`config.mk`:
```
export PLATFORM = sky130hd
export DESIGN_NAME = ifetch_queue
export DESIGN_NICKNAME = d
export VERILOG_FILES = /design/src/rtl/ifetch_pkg.sv /design/src/rtl/ifetch_fifo.sv /design/src/rtl/ifetch_queue.sv
export SDC_FILE = /design/constraint.sdc
export NUM_CORES = 1
export LEC_CHECK = 0
export ABC_CLOCK_PERIOD_IN_PS = 4700
export BUFFER_PORTS_ARGS = -buffer_cell sky130_fd_sc_hd__buf_2
export CORE_AREA = 2 2 142 130
export CTS_BUF_LIST = sky130_fd_sc_hd__clkbuf_16
export CTS_CLUSTER_DIAMETER = 30
export DETAILED_ROUTE_END_ITERATION = 12
export DIE_AREA = 0 0 144 132
export HOLD_SLACK_MARGIN = 0.03
export PLACE_DENSITY = 0.75
export SYNTH_ARGS = -nofsm -noshare
export SYNTH_HDL_FRONTEND = slang
export SYNTH_HIERARCHICAL = 1
export SYNTH_SLANG_ARGS = --single-unit
```
`constraint.sdc`:
```
create_clock -name IF_CLK -period 4.7 [get_ports IF_CLK]
set_input_delay 0 -clock IF_CLK [delete_from_list [all_inputs] [get_ports IF_CLK]]
set_output_delay 0 -clock IF_CLK [all_outputs]
set_load 0.02 [all_outputs]
```
`src/rtl/ifetch_pkg.sv`:
```
// ifetch_pkg: shared types and constants for the instruction-fetch queue.
// Optional feature macro used by ifetch_queue: IF_PERF_CNT_EN.
package ifetch_pkg;

    // Fetch control FSM
    typedef enum logic [1:0] {
        IDLE = 2'd0,    // may issue a request
        WAIT = 2'd1,    // one request outstanding
        DROP = 2'd2     // outstanding response will be discarded
    } if_state_t;

    // Field width of the entry struct (default XLEN)
    localparam int unsigned IF_XLEN_DEFAULT = 32;

    // One queued fetch result: PC in the upper half, instruction in the lower
    typedef struct packed {
        logic [IF_XLEN_DEFAULT-1:0] pc;
        logic [IF_XLEN_DEFAULT-1:0] instr;
    } if_entry_t;

    // Reset value of the pending-request PC register
    localparam int unsigned IF_RESET_PC = 0;

endpackage : ifetch_pkg

```
`src/rtl/ifetch_fifo.sv`:
```
// ifetch_fifo: DEPTH-entry synchronous FIFO with push, pop and clear.
// Storage is registered; the head entry is read combinationally.
module ifetch_fifo #(
    parameter int unsigned DEPTH = 2,
    parameter int unsigned WIDTH = 64
) (
    input  logic                         clk,
    input  logic                         rst_n,
    input  logic                         i_clear,
    input  logic                         i_push,
    input  logic [WIDTH-1:0]             i_data,
    input  logic                         i_pop,
    output logic [WIDTH-1:0]             o_data,
    output logic [$clog2(DEPTH):0]       o_count,
    output logic                         o_full,
    output logic                         o_empty
);

    localparam int unsigned PW = $clog2(DEPTH);
    localparam int unsigned CW = PW + 1;
    localparam logic [CW-1:0] FULL_CNT = CW'(DEPTH);

    logic [WIDTH-1:0] r_mem [DEPTH];
    logic [PW-1:0]    r_wptr;
    logic [PW-1:0]    r_rptr;
    logic [CW-1:0]    r_count;

    // Pointer and occupancy tracking; clear empties the queue without touching storage
    always_ff @(posedge clk or negedge rst_n) begin
        if (!rst_n) begin
            r_wptr  <= '0;
            r_rptr  <= '0;
            r_count <= '0;
        end else if (i_clear) begin
            r_wptr  <= '0;
            r_rptr  <= '0;
            r_count <= '0;
        end else begin
            if (i_push) begin
                r_wptr <= r_wptr + PW'(1);
            end
            if (i_pop) begin
                r_rptr <= r_rptr + PW'(1);
            end
            case ({i_push, i_pop})
                2'b10:   r_count <= r_count + CW'(1);
                2'b01:   r_count <= r_count - CW'(1);
                default: r_count <= r_count;
            endcase
        end
    end

    // Entry storage; zeroed on reset so the head reads 0 after reset
    always_ff @(posedge clk or negedge rst_n) begin
        if (!rst_n) begin
            for (int unsigned i = 0; i < DEPTH; i++) begin
                r_mem[i] <= '0;
            end
        end else if (i_push && !i_clear) begin
            r_mem[r_wptr] <= i_data;
        end
    end

    // Head and status flags
    always_comb begin
        o_data  = r_mem[r_rptr];
        o_count = r_count;
        o_full  = (r_count == FULL_CNT);
        o_empty = (r_count == '0);
    end

endmodule : ifetch_fifo

```
`src/rtl/ifetch_queue.sv`:
```
// ifetch_queue: instruction-fetch stage between the program counter and decode.
// Issues one memory request per PC, queues {pc, instr} results in ifetch_fifo,
// and stalls the PC until a request is accepted.
// Optional feature: define IF_PERF_CNT_EN to add the IF_STALL_CNT counter port.
import ifetch_pkg::*;

module ifetch_queue #(
    parameter int unsigned DEPTH = 2,
    parameter int unsigned XLEN  = 32
) (
    input  logic            IF_CLK,
    input  logic            IF_RST_N,
    input  logic [XLEN-1:0] IF_PC,
    output logic            IF_PC_STALL,
    input  logic            IF_FLUSH,
    output logic            IM_REQ,
    output logic [XLEN-1:0] IM_ADDR,
    input  logic            IM_GNT,
    input  logic            IM_RVALID,
    input  logic [XLEN-1:0] IM_RDATA,
    output logic            ID_VALID,
    output logic [XLEN-1:0] ID_INSTR,
    output logic [XLEN-1:0] ID_PC,
    input  logic            ID_READY
`ifdef IF_PERF_CNT_EN
    ,
    output logic [31:0]     IF_STALL_CNT
`endif
);

    localparam int unsigned CW = $clog2(DEPTH) + 1;
    localparam logic [CW-1:0] FULL_CNT = CW'(DEPTH);

    if_state_t        r_state;
    logic [XLEN-1:0]  r_pend_pc;

    logic             w_req;
    logic             w_accept;
    logic             w_push;
    logic             w_pop;
    logic [2*XLEN-1:0] w_push_data;
    logic [2*XLEN-1:0] w_head;
    logic [CW-1:0]    w_count;
    logic             w_full;
    logic             w_empty;

    // Request, stall and FIFO control; flush overrides request, push and pop
    always_comb begin
        w_req       = IF_RST_N && (r_state == IDLE) && (w_count < FULL_CNT) && !IF_FLUSH;
        w_accept    = w_req && IM_GNT;
        w_push      = (r_state == WAIT) && IM_RVALID && !IF_FLUSH;
        w_pop       = !w_empty && ID_READY && !IF_FLUSH;
        w_push_data = {r_pend_pc, IM_RDATA};
        IM_REQ      = w_req;
        IM_ADDR     = IF_PC;
        IF_PC_STALL = !w_accept;
        ID_VALID    = !w_empty;
        ID_PC       = w_head[2*XLEN-1:XLEN];
        ID_INSTR    = w_head[XLEN-1:0];
    end

    // Fetch FSM and pending-request PC
    always_ff @(posedge IF_CLK or negedge IF_RST_N) begin
        if (!IF_RST_N) begin
            r_state   <= IDLE;
            r_pend_pc <= XLEN'(IF_RESET_PC);
        end else begin
            case (r_state)
                IDLE: begin
                    if (w_accept) begin
                        r_pend_pc <= IF_PC;
                        r_state   <= WAIT;
                    end
                end
                WAIT: begin
                    if (IM_RVALID) begin
                        r_state <= IDLE;
                    end else if (IF_FLUSH) begin
                        r_state <= DROP;
                    end
                end
                DROP: begin
                    // The stale response always retires the request, even under a new flush
                    if (IM_RVALID) begin
                        r_state <= IDLE;
                    end
                end
                default: r_state <= IDLE;
            endcase
        end
    end

    ifetch_fifo #(
        .DEPTH (DEPTH),
        .WIDTH (2*XLEN)
    ) u_fifo (
        .clk     (IF_CLK),
        .rst_n   (IF_RST_N),
        .i_clear (IF_FLUSH),
        .i_push  (w_push),
        .i_data  (w_push_data),
        .i_pop   (w_pop),
        .o_data  (w_head),
        .o_count (w_count),
        .o_full  (w_full),
        .o_empty (w_empty)
    );

    // A push into a full FIFO would mean the slot reservation is broken
    a_no_overflow: assert property (@(posedge IF_CLK) disable iff (!IF_RST_N)
        !(w_full && w_push && !w_pop));

`ifdef IF_PERF_CNT_EN
    logic [31:0] r_stall_cnt;

    // Count cycles in which the PC is held; wraps, unaffected by flush
    always_ff @(posedge IF_CLK or negedge IF_RST_N) begin
        if (!IF_RST_N) begin
            r_stall_cnt <= '0;
        end else if (IF_PC_STALL) begin
            r_stall_cnt <= r_stall_cnt + 32'd1;
        end
    end

    assign IF_STALL_CNT = r_stall_cnt;
`endif

endmodule : ifetch_queue

```
# Word level (Yosys, flattened, before mapping)
# Cells that the tools add are included.
[word_totals]
input_bits = 70
elab_cells = 61
register_bits = 166
[classes]
n_addsub = 4
mux = 17
bitwise_logic = 2
eq_ne = 7
magnitude_cmp = 4
n_reduce_logical = 20
[op_table]
columns = ["cell", "count"]
rows = [
  ["two-way mux 64 bit", 4],
  ["bitwise mux 128 bit", 1],
  ["demux 64 bit (select 1 bit)", 1],
  ["logical AND 1 bit", 10],
  ["two-way mux 2 bit", 5],
  ["case mux 2 bit (3 select lines)", 1],
  ["equality test 2 x 1 -> 1 bit, second input constant", 2],
  ["equality test 2 bit, second input constant", 2],
  [">= comparator 2 bit, second input constant", 2],
  ["zero test 2 bit", 2],
  ["two-way mux 1 bit", 4],
  ["!= test 2 bit, second input constant", 2],
  ["inverter 1 -> 2 bit", 2],
  ["case mux 2 bit (2 select lines)", 1],
  ["nonzero test 2 bit", 2],
  ["zero test 1 bit", 3],
  ["!= test 3 bit, second input constant", 1],
  ["AND reduction 3 bit", 1],
  ["nonzero test 3 bit", 1],
  ["adder 1 bit, second input constant", 2],
  ["adder 2 x 1 -> 2 bit, second input constant", 1],
  ["less-than comparator 2 x 1 -> 1 bit, second input constant", 1],
  ["less-than comparator 2 bit, second input constant", 1],
  ["AND reduction 2 bit", 1],
  ["subtractor 2 x 1 -> 2 bit, second input constant", 1],
]

# Longest topological paths before layout
# Gate-level depths: netlist of the first run.
[logic_depth]
ltp_word = 7
depth_mapped = 6
depth_no_buf = 5

# By module
# The synthesis of the first run kept the hierarchy.
[by_module_without_submodules]
columns = ["mod", "cells_each", "area_each_um2", "n_inst"]
rows = [
  ["ifetch_fifo", 361, 6043.3, 1],
  ["ifetch_queue", 114, 1671.6, 1],
]

# Least setup slack after synthesis of the first run
# OpenSTA, ideal clock, no wires.
[synth_timing]
kind = "reg-to-reg"
from = "register r_state[1]"
to = "register u_fifo/r_mem[100] (netlist name)"
synth_period_minus_slack_ns = 2.185
setup_time_ns = 0.125
stages_incl_launch_ff = 6
setup_slack_ns = 2.515
t_arrival_ns = 2.059
required_time_ns = 4.575
path_cell_list = "dfrtp_1 > nor4b_1 > nor3b_2 > buf_6 > buf_12 > mux2_4"
[synth_via]
elab_chain_len = 4
[synth_rtl]
columns = ["item", "line_no", "source"]
rows = [
  ["from (decl)", "ifetch_queue.sv:34", "if_state_t r_state;"],
  ["from (signal assigned)", "ifetch_queue.sv:65", "r_state <= IDLE;"],
  ["from (signal assigned)", "ifetch_queue.sv:72", "r_state <= WAIT;"],
  ["from (signal assigned)", "ifetch_queue.sv:77", "r_state <= IDLE;"],
  ["equality test 2 x 1 -> 1 bit", "ifetch_queue.sv:51", "w_push = (r_state == WAIT) && IM_RVALID && !IF_FLUSH;"],
  ["logical AND 1 bit (2 in a row)", "ifetch_queue.sv:51", ""],
  ["net w_push", "ifetch_queue.sv:39", "logic w_push;"],
  ["logical AND 1 bit", "ifetch_fifo.sv:59", "end else if (i_push && !i_clear) begin"],
  ["to (signal, indexed assignment)", "ifetch_fifo.sv:60", "r_mem[r_wptr] <= i_data;"],
  ["to (decl)", "ifetch_fifo.sv:23", "logic [WIDTH-1:0] r_mem [DEPTH];"],
]
# The timed path passes the listed nets, and every way through them passes these cells.
# A chain may end at the register's enable or synchronous reset.

# Final worst setup path of the first run
[layout_timing]
from = "register r_state[0]"
to = "register u_fifo/r_mem[91] (netlist name)"
# Same word-level chain as after synthesis.

==> key figures, run 1 <==
Timing
  • Part of the cycle the worst path needs: 59.0%
  • Hold Vio Cnt, Final: 0
  • RSZ-0062 raised after global routing: no
  • Fmax: 0.361 GHz
  • Slew Viols, Final: 0
  • Post-layout min period: 2.77 ns
  • Final Skew: 0.00988 ns
  • Hold WS: 0.0536 ns
  • Final setup vio count: 0
  • Slew margin rel.: 19.8%
  • Worst-Margin Slew: 1.20 ns
  • Setup TNS after final layout: 0 ns

Clock tree
  • Maximum clock path buffer count: 2
  • Worst-Skew Late Latency: 0.42 ns
  • TritonCTS buffer count: 17
  • Max H-tree Level: 4
  • CTS Sinks: 166
  • Post-CTS resize count: 0
  • Root buffer cell: clkbuf_16
  • Setup bufs post-CTS: 0
  • Clk pin slew, worst setup/hold paths: 0.07 ns
  • CTS tree: built

Power and ir drop
  • Final Power: 4.31 mW
  • PD cells: 446 mW/mm^2
  • Peak supply drop: 290 uV
  • LEAKAGE: 4.93 nW

Worst setup path
  • CP Class: reg -> reg
  • CP max stage cell: nor4b_1
  • CP Launch Type: flop
  • Critical-path maximum fanout: 33
  • CP endpoint kind: flop
  • Worst EP required: 5.00 ns
  • Worst-path cell chain: inv_1, nor4b_1, nor3b_4, buf_4, mux2_2
  • Max incr delay on CP: 0.90 ns
  • WP data arrival: 3.07 ns
  • Worst R2R Setup Slack: 1.93 ns
  • Family with the most delay on the worst path: simple AND/OR/NAND/NOR gates
  • Buffers & Inverters on Critical Path: 2

Routing
  • Routed vias/inst: 4.84
  • Drt wl/cell: 17.0 um
  • DRC: 0
  • Final ANT Viol Nets: 0
  • WL final: 15800 um
  • Pre-Repair DR Iteration Count: 4
  • DR iter-0 viols: 136
  • Routed vias: 4510

Floorplanning
  • Initial Util: 44.2%
  • Core Box Area: 0.0174 sq mm
  • Num rows: 46
  • Die Width: 144 um
  • Die area: 0.0190 sq mm
  • Die Y: 132 um
  • Top Ports: 169

Place
  • Placed inst area: 0.00840 sq mm
  • Placed cells: 832
  • Hpwl dp: 9770 um
  • Port Buffer Count: 168
  • Placer's final routability congestion estimate: 0.729

Global routing
  • Initial antenna violation count: 0
  • Vias in the first global route: 4997
  • Global Route Usage Sum: 17.0%
  • Pin count of the biggest net entering global routing: 73
  • First-pass GRT wire length: 25400 um
  • Gr ovfl total: 0

Run
  • MaxCap Viol Count: 0

Logic synthesis
  • Post-Syn Instances: 474
  • Syn_nets: 544
  • Synthesis Warnings: 6
  • Cell area after synthesis: 0.00771 sq mm
  • Synth Area per Inst: 16.3 sq um

Min path
  • Worst Hold Class: in -> async

Final layout
  • Area Overhead vs Synth: 25.1%
  • # fillers: 1397
  • Post-layout net count: 748
  • N_diodes: 0
  • Layout cell share with drive strength beyond 1: 61.9%
  • Area of the multi-input gates: 0.00303 sq mm
  • Design Area, Final: 0.00964 sq mm
  • Post-Layout Cell Count: 931
  • Storage element area: 0.00416 sq mm

Run status
  • Status: complete, no violations
==> worst paths after layout <==
| kind | to | cells past startpoint | from |
|---|---|---|---|
| hold reg to reg | u_fifo/r_mem[58]$_DFFE_PN0P_ | 1 | u_fifo/r_mem[58]$_DFFE_PN0P_ |
| min in group IF_CLK | u_fifo/r_rptr$_DFFE_PN0P_ | 4 | ID_READY |
| hold / removal | u_fifo/r_mem[112]$_DFFE_PN0P_ | 2 | IF_RST_N |
| setup / recovery | u_fifo/r_mem[91]$_DFFE_PN0P_ | 5 | r_state[0]$_DFFE_PN0P_ |
| max in group asynchronous | u_fifo/r_mem[61]$_DFFE_PN0P_ | 3 | IF_RST_N |
| setup reg to reg | u_fifo/r_mem[91]$_DFFE_PN0P_ | 5 | r_state[0]$_DFFE_PN0P_ |
==> worst register-to-register path: stages (launching register included) <==
cell     delay (ns)
dfrtp_1        0.38
inv_1          0.08
nor4b_1        0.90
nor3b_4        0.33
buf_4          0.54
mux2_2         0.42
==> metrics by stage <==
step	utilization (%)	worst slack, ns
finish	55.3	1.93
global route	55.3	1.74
CTS	55.3	1.89
detailed placement	48.1	1.91
global placement	48.1	2.09
floorplan	-	2.52
==> what timing repair did <==
action,CTS,global route
setup endpoints to repair,0,0
endpoints found under the hold margin,139,0
hold buffers,67,0
==> final cells by class <==
type	count	share of cell area, %
clock inverters	15	1.56
repair buffers	242	16.3
multi-input cells	249	31.5
clock buffers	17	4.41
inverters	2	0.0779
well taps	240	3.11
flip-flops and latches	166	43.1
==> per-layer routing <==
layer  vias up  part of all wire, %  track usage [%]
li1       2049                    -                -
met3        20                  4.4             4.29
met2       130                   50             28.7
met1      2311                   44             21.4
met4         0                  1.5             5.72
met5         -                    0                0
==> registers in the layout (all words and copies together), names as in the netlist <==
name            count
u_fifo/r_mem      128
r_pend_pc          32
r_state             2
u_fifo/o_count      2
u_fifo/r_rptr       1
u_fifo/r_wptr       1
==> power breakdown <==
part	total, mW	internal [mW]	switching (mW)	leakage (nW)
registers	1.84	1.68	0.162	2.18
clock network	1.37	0.820	0.545	0.294
logic	1.10	0.604	0.496	2.46
total	4.31	3.10	1.20	4.93
==> cells in the final DEF, fill, tap and decap left out, drive strengths merged <==
cell and instances:
o21ai 1, xor2 1, inv 7, mux2 224, nor3 1, clkbuf 17
nor2 5, nor4b 1, nor4 1, bufinv 3, buf 175, nand3b 1
a21oi 1, clkinvlp 2, o41ai 1, clkinv 5, xnor2 3, dfrtp 166
or4 1, and3b 2, dlygate4sd3 67, nor3b 4, nand2b 2
Power figures use the tool's default switching activity.
==> run 2, diff against run 1 <==
--- a/config.mk
+++ b/config.mk
@@ -5,7 +5,7 @@
 export SDC_FILE = /design/constraint.sdc
 export NUM_CORES = 1
 export LEC_CHECK = 0
-export ABC_CLOCK_PERIOD_IN_PS = 4700
+export ABC_CLOCK_PERIOD_IN_PS = 2350
 export BUFFER_PORTS_ARGS = -buffer_cell sky130_fd_sc_hd__buf_2
 export CORE_AREA = 2 2 142 130
 export CTS_BUF_LIST = sky130_fd_sc_hd__clkbuf_16
@@ -13,7 +13,7 @@
 export DETAILED_ROUTE_END_ITERATION = 12
 export DIE_AREA = 0 0 144 132
 export HOLD_SLACK_MARGIN = 0.03
-export PLACE_DENSITY = 0.75
+export PLACE_DENSITY = 0.78
 export SYNTH_ARGS = -nofsm -noshare
 export SYNTH_HDL_FRONTEND = slang
 export SYNTH_HIERARCHICAL = 1
==> constraint.sdc (replaced) <==
create_clock -name IF_CLK -period 2.35 [get_ports IF_CLK]
set_input_delay 0 -clock IF_CLK [delete_from_list [all_inputs] [get_ports IF_CLK]]
set_output_delay 0 -clock IF_CLK [all_outputs]
set_load 0.02 [all_outputs]
==> run 2 against run 1 <==
  * Largest cell class unchanged
  * Global-route usage decreased by 0.070 points
  * Worst hold slack improved by 0.021 ns
  * First-iteration DRC count increased by 42%
  * Highest routed layer unchanged
  * Critical endpoint is now u_fifo/r_mem[90]$_DFFE_PN0P_
  * Largest power group unchanged
  * Count of clock-buffer cells in the layout unchanged
  * Critical path depth unchanged
  * Die area unchanged
  * Via count increased by 0.35%
  * Register-to-register slack got worse by 1.7 ns
  * Sequential cell count unchanged
==> key figures, run 2 (synthesis results as in run 1) <==
Timing
  • Fmax: 0.479 GHz (+33%)
  • Final WS setup: 0.261 ns (-1.67 ns)
  • Slew margin rel.: 42.1% (+22 points)
  • Slew Viols, Final: 0 (unchanged)
  • Setup TNS after final layout: 0 ns (unchanged)
  • Hold WS: 0.0746 ns (+0.0210 ns)
  • Worst-Margin Slew: 0.869 ns (-0.334 ns)
  • Final Skew: 0.00776 ns (-0.00212 ns)
  • Part of the cycle the worst path needs: 88.9% (+30 points)
  • RSZ-0062 raised after global routing: no
  • Post-layout min period: 2.09 ns (-0.683 ns)
  • Hold Vio Cnt, Final: 0 (unchanged)
  • Final setup vio count: 0 (unchanged)

Min path
  • Hold endpoint: u_fifo/r_rptr$_DFFE_PN0P_
  • Hold Crit Depth: 4
  • Worst Hold Launch: ID_READY
  • Worst Hold Class: in -> reg

Clock tree
  • # hold bufs at CTS: 67 (unchanged)
  • Maximum clock path buffer count: 2 (unchanged)
  • CTS tree: built
  • Root buffer cell: clkbuf_16
  • TritonCTS buffer count: 17 (unchanged)
  • Setup bufs post-CTS: 0 (unchanged)
  • Worst-Skew Late Latency: 0.42 ns (about the same)
  • Clk pin slew, worst setup/hold paths: 0.07 ns (about the same)
  • Post-CTS resize count: 0 (unchanged)
  • Max H-tree Level: 4 (unchanged)
  • CTS Sinks: 166 (unchanged)

Final layout
  • Max reg flops: 128 (unchanged)
  • # fillers: 1371 (-1.9%)
  • Post-layout net count: 751 (+0.40%)
  • Area Overhead vs Synth: 26.1%
  • Layout cell share with drive strength beyond 1: 62.8% (+0.88 points)
  • Design Area, Final: 0.00972 sq mm (+0.80%)
  • Most flop-heavy register: u_fifo/r_mem
  • N_diodes: 0 (unchanged)
  • Most frequent cells in the layout: buf_2, dfrtp_1, mux2_2, mux2_4, dlygate4sd3_1
  • Final core occ: 55.7% (+0.44 points)
  • Post-Layout Cell Count: 934 (+0.32%)
  • Most common cell after layout, fill and taps aside: buf_2
  • Biggest regs: u_fifo/r_mem (128), r_pend_pc (32)

Routing
  • WL final: 15600 um (-1.4%)
  • DRC: 0 (unchanged)
  • Routed vias: 4526 (+0.35%)
  • Drt wl/cell: 16.7 um (-1.7%)
  • Pre-Repair DR Iteration Count: 4 (unchanged)
  • Routed vias/inst: 4.85 (about the same)
  • Final ANT Viol Nets: 0 (unchanged)
  • DR iter-0 viols: 193 (+42%)

Global routing
  • Vias in the first global route: 5044 (+0.94%)
  • First-pass GRT wire length: 25500 um (+0.11%)
  • Gr ovfl total: 0 (unchanged)
  • Pin count of the biggest net entering global routing: 167 (+130%)
  • Initial antenna violation count: 0 (unchanged)
  • Global Route Usage Sum: 17.0% (-0.070 points)

Place
  • Port Buffer Count: 168 (unchanged)
  • Placed cells: 835 (+0.36%)
  • Placer's final routability congestion estimate: 0.720 (-1.3%)
  • Hpwl dp: 9520 um (-2.5%)
  • Placed inst area: 0.00847 sq mm (+0.86%)
  • Place WS: 0.283 ns (-1.63 ns)

Floorplanning
  • Die Y: 132 um (unchanged)
  • Initial Util: 44.2% (unchanged)
  • Die Width: 144 um (unchanged)
  • Core Box Area: 0.0174 sq mm (unchanged)
  • Die area: 0.0190 sq mm (unchanged)
  • Top Ports: 169 (unchanged)
  • Num rows: 46 (unchanged)

Worst setup path
  • Critical-path maximum fanout: 35 (+6.1%)
  • Max incr delay on CP: 0.43 ns (-0.47 ns)
  • R2R Path End: u_fifo/r_mem[90]$_DFFE_PN0P_
  • Reg2reg start: r_state[0]$_DFFE_PN0P_
  • CP endpoint kind: flop
  • Reg2Reg Depth: 5 (unchanged)
  • CP max stage cell: nor4b_1
  • CP Class: reg -> reg
  • Worst-path cell chain: inv_1, nor4b_1, nor3b_4, buf_12, mux2_2
  • Worst EP required: 2.65 ns (-2.35 ns)
  • CP Launch Type: flop
  • Worst R2R Setup Slack: 0.26 ns (-1.67 ns)
  • WP data arrival: 2.39 ns (-0.68 ns)

Run
  • MaxCap Viol Count: 0 (unchanged)

Power and ir drop
  • Final Power: 8.61 mW (+100%)
  • PD cells: 885 mW/mm^2 (+98%)
  • Peak supply drop: 691 uV (+140%)
  • LEAKAGE: 4.95 nW (+0.29%)

Run status
  • Status: complete, no violations
==> run 2: cell types whose count changed in the layout (fill, tap and decap cells not counted) <==
cell | previous run | this run
clkinv_4 | 1 | 2
buf_12 | 0 | 4
inv_6 | 0 | 3
bufinv_16 | 3 | 2
clkinvlp_4 | 2 | 3
inv_1 | 7 | 3
buf_4 | 7 | 6
clkinv_1 | 2 | 1
inv_8 | 0 | 1
==> run 2: area by class of cell <==
class                   count  area [sq um]  share of cell area, %
flip-flops and latches    166          4160                   42.7
inverters                   2          7.51                 0.0772
well taps                 240           300                   3.09
repair buffers            245          1640                   16.9
clock inverters            15           155                   1.60
multi-input cells         249          3030                   31.2
clock buffers              17           425                   4.38
==> run 2: critical path: cells and delay by family, from the launching register on <==
kind,cells,cell delay [ns]
and+or+nand+nor,2,0.80
DFF,1,0.38
buffers and inverters,2,0.39
muxes,1,0.38
==> run 2: metal layers <==
| layer | up-vias | track usage, % | wire [um] | share of wire [%] |
|---|---|---|---|---|
| met5 | - | 0 | 0 | 0 |
| met4 | 0 | 5.61 | 233 | 1.5 |
| met3 | 18 | 4.18 | 700 | 4.5 |
| met2 | 130 | 28.9 | 7860 | 51 |
| met1 | 2307 | 21.1 | 6770 | 44 |
| li1 | 2071 | - | - | - |
==> run 2: worst max-delay path by stage <==
stage	start	end	slack, ns
5_1_grt	r_state[0]$_DFFE_PN0P_	u_fifo/r_mem[91]$_DFFE_PN0P_	0.20
3_3_place_gp	r_state[0]$_DFFE_PN0P_	u_fifo/r_mem[91]$_DFFE_PN0P_	0.36
4_1_cts	r_state[0]$_DFFE_PN0P_	u_fifo/r_mem[90]$_DFFE_PN0P_	0.26
2_1_floorplan	r_state[1]$_DFFE_PN0P_	u_fifo/r_mem[100]$_DFFE_PN0P_	0.17
3_5_place_dp	r_state[0]$_DFFE_PN0P_	u_fifo/r_mem[92]$_DFFE_PN0P_	0.28
6_report	r_state[0]$_DFFE_PN0P_	u_fifo/r_mem[90]$_DFFE_PN0P_	0.26
==> run 2: power by group <==
part           leakage, nW  switching (mW)  internal (mW)
clock                0.281            1.16           1.57
sequential            2.18           0.319           3.35
combinational         2.49           0.987           1.21
total                 4.95            2.47           6.14
==> run 3, diff against run 2 <==
--- a/config.mk
+++ b/config.mk
@@ -7,13 +7,13 @@
 export LEC_CHECK = 0
 export ABC_CLOCK_PERIOD_IN_PS = 2350
 export BUFFER_PORTS_ARGS = -buffer_cell sky130_fd_sc_hd__buf_2
-export CORE_AREA = 2 2 142 130
+export CORE_AREA = 2 2 139 127
 export CTS_BUF_LIST = sky130_fd_sc_hd__clkbuf_16
 export CTS_CLUSTER_DIAMETER = 30
 export DETAILED_ROUTE_END_ITERATION = 12
-export DIE_AREA = 0 0 144 132
+export DIE_AREA = 0 0 141 129
 export HOLD_SLACK_MARGIN = 0.03
-export PLACE_DENSITY = 0.78
+export PLACE_DENSITY = 0.8
 export SYNTH_ARGS = -nofsm -noshare
 export SYNTH_HDL_FRONTEND = slang
 export SYNTH_HIERARCHICAL = 1
==> run 3 against run 2 <==
  * First-iteration DRC count down 35%
  * Critical path depth down 2
  * Utilization grew 1.8 points
  * Non-clock buffer count decreased by 1
  * Global-route usage increased by 0.53 points
  * Cell count shrank 3.2%
  * Sequential power about the same
  * Largest cell class unchanged
  * Design area fell by 0.97%
  * Register-to-register slack gained 0.06 ns
==> key figures, run 3 (synthesis results as in run 1) <==
Worst setup path
  • Worst EP required: 2.35 ns (-0.30 ns)
  • CP Class: reg -> out
  • Max incr delay on CP: 0.68 ns (+0.25 ns)
  • CP endpoint kind: output pin
  • CP Launch Type: flop
  • CP max stage cell: or4_2
  • WP data arrival: 2.15 ns (-0.24 ns)
  • Critical-path maximum fanout: 34 (-2.9%)
  • Reg2reg start: r_state[0]$_DFFE_PN0P_
  • CP startpoint: r_state[1]$_DFFE_PN0P_
  • Worst-path cell chain: or4_2, buf_4, buf_2

Clock tree
  • CTS Sinks: 166 (unchanged)
  • # hold bufs at CTS: 67 (unchanged)
  • CTS tree: built
  • Maximum clock path buffer count: 2 (unchanged)
  • Post-CTS resize count: 0 (unchanged)
  • Max H-tree Level: 4 (unchanged)
  • TritonCTS buffer count: 17 (unchanged)
  • Setup bufs post-CTS: 0 (unchanged)
  • Root buffer cell: clkbuf_16
  • Clk pin slew, worst setup/hold paths: 0.07 ns (about the same)
  • Worst-Skew Late Latency: 0.41 ns (about the same)

Routing
  • DRC: 0 (unchanged)
  • Pre-Repair DR Iteration Count: 4 (unchanged)
  • DR iter-0 viols: 126 (-35%)
  • Drt wl/cell: 17.1 um (+2.8%)
  • Routed vias/inst: 4.91 (+1.3%)
  • WL final: 15500 um (-0.47%)
  • Final ANT Viol Nets: 0 (unchanged)
  • Routed vias: 4436 (-2.0%)

Timing
  • Final Skew: 0.0104 ns (+0.00268 ns)
  • Worst-Margin Slew: 0.930 ns (+0.0613 ns)
  • Hold Vio Cnt, Final: 0 (unchanged)
  • Final setup vio count: 0 (unchanged)
  • Fmax: 0.466 GHz (-2.6%)
  • Slew margin rel.: 38.0% (-4.1 points)
  • Setup TNS after final layout: 0 ns (unchanged)
  • Part of the cycle the worst path needs: 91.3% (+2.4 points)
  • RSZ-0062 raised after global routing: no
  • Slew Viols, Final: 0 (unchanged)
  • Post-layout min period: 2.15 ns (+0.0561 ns)

Power and ir drop
  • LEAKAGE: 4.93 nW (-0.44%)
  • Combinational cell fraction of total power: 26.2% (+0.6 points)
  • Peak supply drop: 529 uV (-23%)
  • Sw frac: 28.7% (about the same)
  • Seq pwr share: 43.6% (+0.9 points)
  • Clock power frac: 30.2% (-1.6 points)
  • Internal Pwr Total: 6.01 mW (-2.2%)
  • Sw power: 2.41 mW (-2.2%)
  • PD cells: 875 mW/mm^2 (-1.2%)

Final layout
  • Post-Layout Cell Count: 904 (-3.2%)
  • Most common cell after layout, fill and taps aside: buf_2
  • N_diodes: 0 (unchanged)
  • Design Area, Final: 0.00963 sq mm (-0.97%)
  • Storage element area: 0.00416 sq mm (unchanged)
  • Layout cell share with drive strength beyond 1: 62.5% (-0.34 points)
  • Area of the multi-input gates: 0.00303 sq mm (unchanged)
  • Post-layout net count: 750 (-0.13%)
  • Most frequent cells in the layout: buf_2, dfrtp_1, mux2_2, mux2_4, dlygate4sd3_1
  • # fillers: 1247 (-9.0%)
  • Area Overhead vs Synth: 24.9%
  • Most flop-heavy register: u_fifo/r_mem
  • Biggest regs: u_fifo/r_mem (128), r_pend_pc (32)
  • Max reg flops: 128 (unchanged)

Min path
  • Worst Hold Class: in -> reg
  • Worst Hold Launch: ID_READY

Place
  • Placed cells: 805 (-3.6%)
  • Hpwl dp: 9100 um (-4.4%)
  • Placer's final routability congestion estimate: 0.795 (+10%)
  • Port Buffer Count: 168 (unchanged)
  • Placed inst area: 0.00841 sq mm (-0.66%)

Run
  • MaxCap Viol Count: 0 (unchanged)

Floorplanning
  • Core Box Area: 0.0167 sq mm (-4.1%)
  • Die Width: 141 um (-2.1%)
  • Num rows: 45 (-2.2%)
  • Top Ports: 169 (unchanged)
  • Die area: 0.0182 sq mm (-4.3%)
  • Die Y: 129 um (-2.3%)
  • Initial Util: 46.1% (+1.9 points)

Global routing
  • First-pass GRT wire length: 25000 um (-1.8%)
  • Pin count of the biggest net entering global routing: 167 (unchanged)
  • Global Route Usage Sum: 17.5% (+0.53 points)
  • Vias in the first global route: 4998 (-0.91%)
  • Initial antenna violation count: 0 (unchanged)
  • Gr ovfl total: 0 (unchanged)

Run status
  • Status: complete, no violations
[run 3: cell count changes in the layout (fill, tap and decap cells not counted)]
cell and change:
clkinv_2 +1, clkinv_1 +1, inv_1 +1, clkinv_4 +2
inv_6 -3, buf_12 -1, bufinv_16 -1, inv_8 -1
[run 3: layer usage]
metal / share of wire, % / wire length (um) / track usage [%] / vias to the layer above
met5: 0 / 0 / 0 / -
met3: 4.4 / 677 / 4.54 / 20
li1: - / - / - / 2056
met4: 1.5 / 226 / 5.47 / 0
met1: 44 / 6860 / 21.7 / 2232
met2: 50 / 7730 / 30.2 / 128
[run 3: worst paths after layout]
path	slack, ns	endpoint	depth (start not counted)
max reg2reg	0.32	u_fifo/r_mem[90]$_DFFE_PN0P_	5
max	0.20	IF_PC_STALL	3
min reg2reg	0.50	u_fifo/r_mem[41]$_DFFE_PN0P_	1
max in group asynchronous	1.36	u_fifo/r_mem[3]$_DFFE_PN0P_	3
min in group asynchronous	0.26	u_fifo/r_mem[37]$_DFFE_PN0P_	3
min	0.09	u_fifo/r_rptr$_DFFE_PN0P_	4
[run 3: cell type report]
type / instances / share of cell area [%]
Tap cell: 211 / 2.74
Timing Repair Buffer: 244 / 16.9
Multi-Input combinational cell: 249 / 31.5
Clock inverter: 15 / 1.22
Sequential cell: 166 / 43.2
Clock buffer: 17 / 4.42
Inverter: 2 / 0.0780
[run 3: stage by stage]
step                util [%]  power [mW]  setup slack (ns)  hold slack, ns
floorplan                  -        5.19             0.165          -0.296
global placement        50.3        5.74             0.415           0.190
detailed placement      50.3        5.83             0.349           0.199
CTS                     57.6        8.51             0.175          0.0635
global route            57.6        8.84             0.113           0.114
finish                  57.6        8.42             0.204          0.0925
[run 3: power by group through the flow]
stage | sequential, mW | combinational, mW | clock, mW
finish | 3.67 | 2.21 | 2.54
global route | 3.74 | 2.35 | 2.76
CTS | 3.67 | 2.22 | 2.63
detailed placement | 3.71 | 2.12 | 0
global placement | 3.67 | 2.07 | 0
floorplan | 3.60 | 1.58 | 0
[run 3: critical path, delay by kind of cell, from the launching register on]
kind	cells	cell delay, ns
and+or+nand+nor	1	0.68
buffers and inverters	2	0.61
DFF	1	0.43
